--- src/rtl/result_select_pkg.sv ---
// result_select_pkg: unit indices, opcode ranges, FSM state and opcode-to-unit decode
package result_select_pkg;
  localparam int UNIT_ALU = 0;
  localparam int UNIT_FPU = 1;
  localparam int UNIT_MDU = 2;
  localparam logic [4:0] FPU_OP_LO = 5'b01010;
  localparam logic [4:0] FPU_OP_HI = 5'b01101;
  localparam logic [4:0] MDU_OP_LO = 5'b01110;
  localparam logic [4:0] MDU_OP_HI = 5'b01111;
  typedef enum logic {IDLE, WAIT} state_t;
  // units beyond the configured count fall back to the single-cycle ALU
  function automatic int unit_of(input logic [4:0] op, input int num_units);
    int u;
    u = (op >= FPU_OP_LO && op <= FPU_OP_HI) ? UNIT_FPU :
        (op >= MDU_OP_LO && op <= MDU_OP_HI) ? UNIT_MDU : UNIT_ALU;
    return (u < num_units) ? u : UNIT_ALU;
  endfunction
endpackage

--- src/rtl/result_select_wb_mux.sv ---
// result_slice_mux: selects one DATA_W slice of a packed per-unit result bus
module result_slice_mux #(
  parameter int DATA_W    = 32,
  parameter int NUM_UNITS = 4,
  parameter int SEL_W     = 2
) (
  input  logic [NUM_UNITS*DATA_W-1:0] data,
  input  logic [SEL_W-1:0]            sel,
  output logic [DATA_W-1:0]           y
);
  always_comb y = data[sel*DATA_W +: DATA_W];
endmodule

--- src/rtl/result_select_wb.sv ---
// result_select_wb: registered writeback result select with multi-cycle unit start/stall handshake
// Optional abort of a hung unit after TIMEOUT_CYC WAIT cycles: define RESULT_SEL_TIMEOUT_EN.
module result_select_wb
  import result_select_pkg::*;
#(
  parameter int DATA_W      = 32,
  parameter int NUM_UNITS   = 4,
  parameter int OP_W        = 5,
  parameter int TIMEOUT_CYC = 64
) (
  input  logic                        i_clk,
  input  logic                        i_reset,
  input  logic                        i_valid,
  input  logic [OP_W-1:0]             i_op,
  input  logic [4:0]                  i_rd_addr,
  input  logic [NUM_UNITS*DATA_W-1:0] i_unit_data,
  input  logic [NUM_UNITS-1:0]        i_unit_done,
  output logic [NUM_UNITS-1:0]        o_unit_start,
  output logic                        o_stall,
  output logic                        o_valid,
  output logic [DATA_W-1:0]           o_result,
  output logic [4:0]                  o_rd_addr,
`ifdef RESULT_SEL_TIMEOUT_EN
  output logic                        o_timeout,
`endif
  output logic                        o_busy
);
  localparam int UW = (NUM_UNITS > 1) ? $clog2(NUM_UNITS) : 1;
  state_t state, state_nx;
  logic [UW-1:0] u, u_lat, sel;
  logic [4:0] rd_lat;
  logic [DATA_W-1:0] mux_y;
  logic issue_mc, done, expired, fire;
  always_comb u = UW'(unit_of(5'(i_op), NUM_UNITS));
  assign done     = i_unit_done[u_lat];
  assign issue_mc = state == IDLE && i_valid && u != '0;
  assign fire     = (state == IDLE && i_valid && u == '0) || (state == WAIT && (done || expired));
  assign sel      = (state == WAIT) ? u_lat : '0;
`ifdef RESULT_SEL_TIMEOUT_EN
  localparam int TW = $clog2(TIMEOUT_CYC + 1);
  logic [TW-1:0] cnt;
  assign expired = state == WAIT && !done && cnt == TW'(TIMEOUT_CYC - 1);
  always_ff @(posedge i_clk) begin
    cnt       <= (i_reset || state == IDLE) ? '0 : cnt + 1'b1;
    o_timeout <= !i_reset && expired;
  end
`else
  assign expired = 1'b0;
`endif
  result_slice_mux #(.DATA_W(DATA_W), .NUM_UNITS(NUM_UNITS), .SEL_W(UW)) u_mux (
    .data(i_unit_data),
    .sel (sel),
    .y   (mux_y)
  );
  always_ff @(posedge i_clk) state <= i_reset ? IDLE : state_nx;
  always_comb state_nx = (state == IDLE) ? (issue_mc ? WAIT : IDLE) : ((done || expired) ? IDLE : WAIT);
  // done is only looked at in WAIT, so a done in the start cycle is ignored
  always_comb begin
    o_unit_start    = '0;
    o_unit_start[u] = issue_mc && !i_reset;
    o_busy          = state == WAIT;
    o_stall         = (state == WAIT) ? !done : issue_mc;
  end
  always_ff @(posedge i_clk) begin
    if (i_reset) begin
      o_valid   <= 1'b0;
      o_result  <= '0;
      o_rd_addr <= '0;
      u_lat     <= '0;
      rd_lat    <= '0;
    end else begin
      o_valid <= fire;
      if (fire) begin
        o_result  <= expired ? '0 : mux_y;
        o_rd_addr <= (state == WAIT) ? rd_lat : i_rd_addr;
      end
      if (issue_mc) begin
        u_lat  <= u;
        rd_lat <= i_rd_addr;
      end
    end
  end
endmodule
--- config.mk ---
export PLATFORM = sky130hd
export DESIGN_NAME = result_select_wb
export DESIGN_NICKNAME = d
export VERILOG_FILES = /design/src/rtl/result_select_pkg.sv /design/src/rtl/result_select_wb_mux.sv /design/src/rtl/result_select_wb.sv
export SDC_FILE = /design/constraint.sdc
export NUM_CORES = 1
export LEC_CHECK = 0
export ABC_CLOCK_PERIOD_IN_PS = 2000
export CAP_MARGIN = 5
export CORE_MARGIN = 2
export CORE_UTILIZATION = 35
export DETAILED_ROUTE_END_ITERATION = 16
export PLACE_DENSITY = 0.85
export SYNTH_ARGS = -nofsm -noshare
export SYNTH_HDL_FRONTEND = slang
export SYNTH_SLANG_ARGS = --single-unit
--- constraint.sdc ---
create_clock -name i_clk -period 2 [get_ports i_clk]
set_input_delay 0.2 -clock i_clk [delete_from_list [all_inputs] [get_ports i_clk]]
set_output_delay 0.2 -clock i_clk [all_outputs]
set_load 0.05 [all_outputs]
==> results.toml, run 1 <==
[outcome]
run_status = "finished clean"

[clocking]
ctsResizeCount = 0
postCtsSetupBuffers = 0
cts_tree = "yes"
cts_buffer_depth = 2
h-tree-depth = 2
cts.sinks = 46
insertion_delay_ps = 300
cts_buffers = 5
holdBufCountCts = 0
clk_pin_slew_ps = 90
cts-root-buf = "clkbuf_8"

[drt]
num_vias = 3568
firstDrtPassIters = 4
drtIter0Drc = 107
vias_per_cell = 5.24
highest_layer = "met4"
drt-total-wl_mm = 10.3
drc = 0
wl_met3_um = 894
dr_wl_met2_mm = 5.19
met1Wirelength_mm = 4.05
avgRoutedWirePerCell_um = 15.2
drtAntennaViolNets = 0

[sta]
slew_viol_final = 0
tns_ps = 0
slew-limit-headroom = 0.617
fmax_mhz = 542
finClkSkew_ps = 6.00
grt_setup_unrepaired = "false"
fin_crit_sh = 0.922
setup_ws_ps = 156
hold_slack_ps = 355
min_period_ps = 1840
hold_viol = 0
worstMarginPinSlew_ps = 573
finalSetupViolations = 0

[worst_setup_path]
critPathMaxFanout = 3
crit_chain = "mux4_2, o21ai_2, buf_12"
crit_path_end_kind = "primary output"
r2r_slack_ps = 290
cp.arrival_ps = 1640
crit_type = "register to primary output"
crit_required_ps = 1800
worstReg2RegEnd = "o_result[23]$_SDFFE_PP0P_"
reg2reg_from = "u_lat[0]$_SDFFE_PP0P_"
crit_path_top_delay_cell = "mux4_2"
reg2regPathDepth = 5
slowest_delay_ps = 560
critPathLaunchType = "register"

[yosys]
synth.ff_latch_count = 46
synth_area_leaders = "dfxtp_1, mux2i_1, a211oi_1, nand2b_1, nor2_1"
yosys_warnings = 0
yosysSeqAreaShare = 0.290
synth_edf_count = 0
synth_top_cell_by_area = "dfxtp_1"
synth_ff_type = "dfxtp_1"
yosys-top-cells-count = "mux2i_1, nor2_1, dfxtp_1"
syn_inst = 397
synth_area_um2 = 3170
synth_most_common_cell = "mux2i_1"
syn_avg_cell_area_um2 = 7.99
async_reset_ff_frac = 0
synth_top_area_frac = 0.290
synth_cell_types = 29

[floorplanning]
die_h_um = 99.2
die_area_um2 = 9840
io_pins = 189
start_util = 0.362
die_x_um = 99.2
placementRows = 34
core_area_um2 = 8760

[power_and_ir_drop]
p_sw_frac = 0.307
ir_drop_uv = 386
powerDensity_nw_per_um2 = 501
p_leak_nw = 1.98
clockPowerShare = 0.262
finalPower_mw = 2.67
combPwrFrac = 0.364
seqPwrFrac = 0.374
internal-power_mw = 1.85
power.switching_uw = 818

[grt]
grt_max_degree = 58
grt_usage = 0.204
grt_pass1_wl_mm = 16.5
grt_overflow = 0
grt_pass1_vias = 3528
antenna_found_initial = 0

[placed_design]
dp_cells = 671
hpwl_mm = 8.04
routabilityCongestion = 0.848
io_buffers = 185
pre_cts_ws_ps = 94.6

[cells_and_area]
diodes = 0
area_growth_pct = 67.9
final_nets = 717
seq_area_um2 = 926
fillers = 727
drive_gt1_frac = 0.0803
multi_input_area_um2 = 2010
instances_no_fill = 681

[flow_run]
drv_cap = 0

[hold_path]
holdPathEnd = "o_busy$_SDFF_PP0_"
hp-class = "input pin to register"
hold_depth = 2
min_from = "i_reset"
## placed cells by master, fill, tap and decap left out, drive strengths merged, types with 3 or more instances in the layout
cell,Yosys,layout
nor2,51,51
nand2,15,15
nor2b,3,3
dfxtp,46,46
inv,23,24
buf,14,24
nor3b,3,3
o22a,15,15
clkdlybuf4s50,0,180
o21ai,34,34
a31oi,17,17
o221a,5,5
a21oi,12,12
clkbuf,23,5
mux2i,64,64
nand2b,33,33
a211oi,32,32
## registers in the layout, summed over array words and instances (netlist names)
signal and count:
o_busy 1, o_rd_addr 5, o_result 32, o_valid 1, rd_lat 5, u_lat 2
## metrics by stage
| step | utilization | instance area [um^2] |
|---|---|---|
| 2_1_floorplan | - | 3200 |
| 3_3_place_gp | 0.593 | 5200 |
| 3_5_place_dp | 0.593 | 5200 |
| 4_1_cts | 0.606 | 5310 |
| 5_1_grt | 0.608 | 5320 |
| 6_report | 0.608 | 5320 |
## worst max path at each step
| stage | from | cells after the start | slack (ps) | end |
|---|---|---|---|---|
| 6_report | u_lat[0]$_SDFFE_PP0P_ | 3 | 160 | o_stall |
| 3_5_place_dp | i_unit_done[0] | 6 | 90 | o_result[23]$_SDFFE_PP0P_ |
| 3_3_place_gp | i_unit_done[3] | 6 | 110 | o_result[28]$_SDFFE_PP0P_ |
| 4_1_cts | o_busy$_SDFF_PP0_ | 4 | 70 | o_unit_start[2] |
| 2_1_floorplan | o_busy$_SDFF_PP0_ | 4 | 9 | o_unit_start[2] |
| 5_1_grt | u_lat[0]$_SDFFE_PP0P_ | 3 | 120 | o_stall |
## worst max-delay path: cells and delay by family, from the launching register on
family          cells  cell delay [ps]
mux                 1              560
compound gates      1              230
flops               1              390
buf+inv             1              170
## power by group through the flow
stage / Combinational [mW] / Sequential, mW / Clock, mW
after floorplan: 0.342 / 1.18 / 0
after global placement: 0.949 / 1.02 / 0
after detailed placement: 0.970 / 1.02 / 0
after CTS: 0.973 / 0.999 / 0.721
after global routing: 1.04 / 1.01 / 0.763
final: 0.971 / 0.999 / 0.698
## cells by family (layout without fill, tap and decap cells)
family / Yosys count / in the layout / share of synthesized area
multiplexers: 65 / 65 / 0.209
other: 1 / 2 / 0.00118
AO/OA/AOI/OAI: 116 / 116 / 0.243
AND/OR/NAND/NOR: 109 / 109 / 0.170
buffers and inverters: 60 / 235 / 0.0852
flip-flops: 46 / 46 / 0.290
## layer usage
metal  track usage  vias up
met5             0        -
met4        0.0653        0
met3        0.0562       18
met2         0.375      155
met1         0.227     1640
li1              -     1755
## final cells by class
cell class              instances  area share
repair buffers                204       0.386
multi-input cells             292       0.377
flip-flops and latches         46       0.174
well taps                     108      0.0254
inverters                      23      0.0162
clock buffers                   5      0.0129
clock inverters                 3     0.00823
Note: power is estimated with default switching activity, not from simulation.
==> inputs of run 2 (changes only) <==
Settings changed: CTS_BUF_LIST set to sky130_fd_sc_hd__clkbuf_4.
==> run 2 against run 1 <==
Global-route usage hardly changed. Wire length is 0.44% lower. Cell area is 0.54% lower. Non-clock buffer count stayed put. Critical endpoint unchanged. Utilization is 0.33 points lower. Critical path depth stayed put.
==> results.toml, run 2 (synthesis gave the netlist of run 1 again) <==
[clocking]
cts.sinks = 46
insertion_delay_ps = 350
cts_buffer_depth = 2
cts_tree = "yes"
cts_buffers = 5
clk_pin_slew_ps = 140
cts-root-buf = "clkbuf_4"
h-tree-depth = 2

[placed_design]
routabilityCongestion = 0.848
pre_cts_ws_ps = 94.6
io_buffers = 185
hpwl_mm = 8.04

[sta]
fin_crit_sh = 0.956
grt_setup_unrepaired = "false"
tns_ps = 0
min_period_ps = 1910
fmax_mhz = 523
setup_ws_ps = 88.5
worstMarginPinSlew_ps = 577
finalSetupViolations = 0
finClkSkew_ps = 8.97
slew_viol_final = 0
hold_viol = 0
slew-limit-headroom = 0.614
hold_slack_ps = 300

[power_and_ir_drop]
ir_drop_uv = 309
powerDensity_nw_per_um2 = 480
p_leak_nw = 1.97
finalPower_mw = 2.54

[drt]
drc = 0
drt-total-wl_mm = 10.3
drtIter0Drc = 106
num_vias = 3574
drtAntennaViolNets = 0
vias_per_cell = 5.25
avgRoutedWirePerCell_um = 15.1
firstDrtPassIters = 5

[cells_and_area]
area_growth_pct = 67.0
final_nets = 717
final_common_cell = "clkdlybuf4s50_1"
reg.largest.list = "o_result x32, o_rd_addr x5, rd_lat x5"
largest_register_ffs = 32
fillers = 739
drive_gt1_frac = 0.0820
diodes = 0
largest_register = "o_result"
final_util = 0.604
mostFrequentLayoutCells = "clkdlybuf4s50_1, mux2i_1, nor2_1, dfxtp_1, nand2b_1"

[worst_setup_path]
worstReg2RegEnd = "o_result[23]$_SDFFE_PP0P_"
crit_type = "register to primary output"
reg2reg_from = "u_lat[0]$_SDFFE_PP0P_"
cp.arrival_ps = 1710
crit_chain = "mux4_2, o21ai_2, buf_12"
crit_path_top_delay_cell = "mux4_2"
slowest_delay_ps = 560
crit_path_end_kind = "primary output"
critPathLaunchType = "register"
critPathMaxFanout = 3
reg2regPathDepth = 5
r2r_slack_ps = 290
crit_required_ps = 1800

[floorplanning]
start_util = 0.362
core_area_um2 = 8760
die_h_um = 99.2
placementRows = 34
io_pins = 189
die_x_um = 99.2
die_area_um2 = 9840

[grt]
grtUsageMet1 = 0.226
grt_pass1_wl_mm = 16.5
grt_overflow = 0
grt_max_degree = 58
met3_usage = 0.0562
grt_usage = 0.204
grt_pass1_vias = 3545
grt_util_met2 = 0.378
antenna_found_initial = 0
grt.busiest_layer = "met2"

[hold_path]
min_from = "i_reset"
hold_depth = 2
holdPathEnd = "o_busy$_SDFF_PP0_"
hp-class = "input pin to register"

[outcome]
run_status = "finished clean"

[flow_run]
drv_cap = 0
-- run 2: cell count changes in the layout (fill, tap and decap cells not counted) --
| cell | change |
|---|---|
| clkbuf_8 | -5 |
| clkbuf_4 | +5 |
| nor2b_1 | -1 |
| nor2b_2 | +1 |
-- run 2: layout make-up --
cell class | instances | area [um^2] | share of cell area
multi-input combinational | 292 | 2010 | 0.380
inverter | 23 | 86.3 | 0.0163
timing repair buffer | 204 | 2050 | 0.388
clock buffer | 5 | 37.5 | 0.00709
clock inverter | 3 | 43.8 | 0.00827
sequential | 46 | 926 | 0.175
tap | 108 | 135 | 0.0255
-- run 2: through the flow --
stage	cell area [um^2]	cells
after floorplan	3200	398
after global placement	5200	671
after detailed placement	5200	671
after CTS	5290	681
after global routing	5300	681
final	5300	681
-- run 2: worst max path at each step --
stage / startpoint / endpoint / slack, ps
floorplan: o_busy$_SDFF_PP0_ / o_unit_start[2] / 9
CTS: u_lat[0]$_SDFFE_PP0P_ / o_stall / 60
detailed placement: i_unit_done[0] / o_result[23]$_SDFFE_PP0P_ / 90
finish: u_lat[0]$_SDFFE_PP0P_ / o_stall / 90
global route: u_lat[0]$_SDFFE_PP0P_ / o_stall / 30
global placement: i_unit_done[3] / o_result[28]$_SDFFE_PP0P_ / 110
-- run 2: power breakdown --
part	switching [mW]	total (mW)	leakage [nW]	internal [mW]
Combinational	0.462	0.971	1.55	0.509
Sequential	0.0311	1.00	0.377	0.969
Clock	0.304	0.568	0.0417	0.264
Total	0.798	2.54	1.97	1.74
-- run 2: metal layers --
layer  routed length [um]  part of all wire
met5                    0                 0
met4                  184             0.018
met3                  925             0.090
met2                 5230              0.51
met1                 3950              0.38
-- run 2: critical path, delay by kind of cell, from the launching register on --
family                 cells  cell delay [ps]
AOI/OAI and AO/OA          1              230
buffers and inverters      1              170
DFF                        1              400
muxes                      1              560
-- run 2: repair_timing --
action	4_1_cts	5_1_grt
endpoints found under the setup margin	1	1
pin swaps	1	0
hold buffers	0	0
setup buffers	2	0
gates resized for setup	0	1
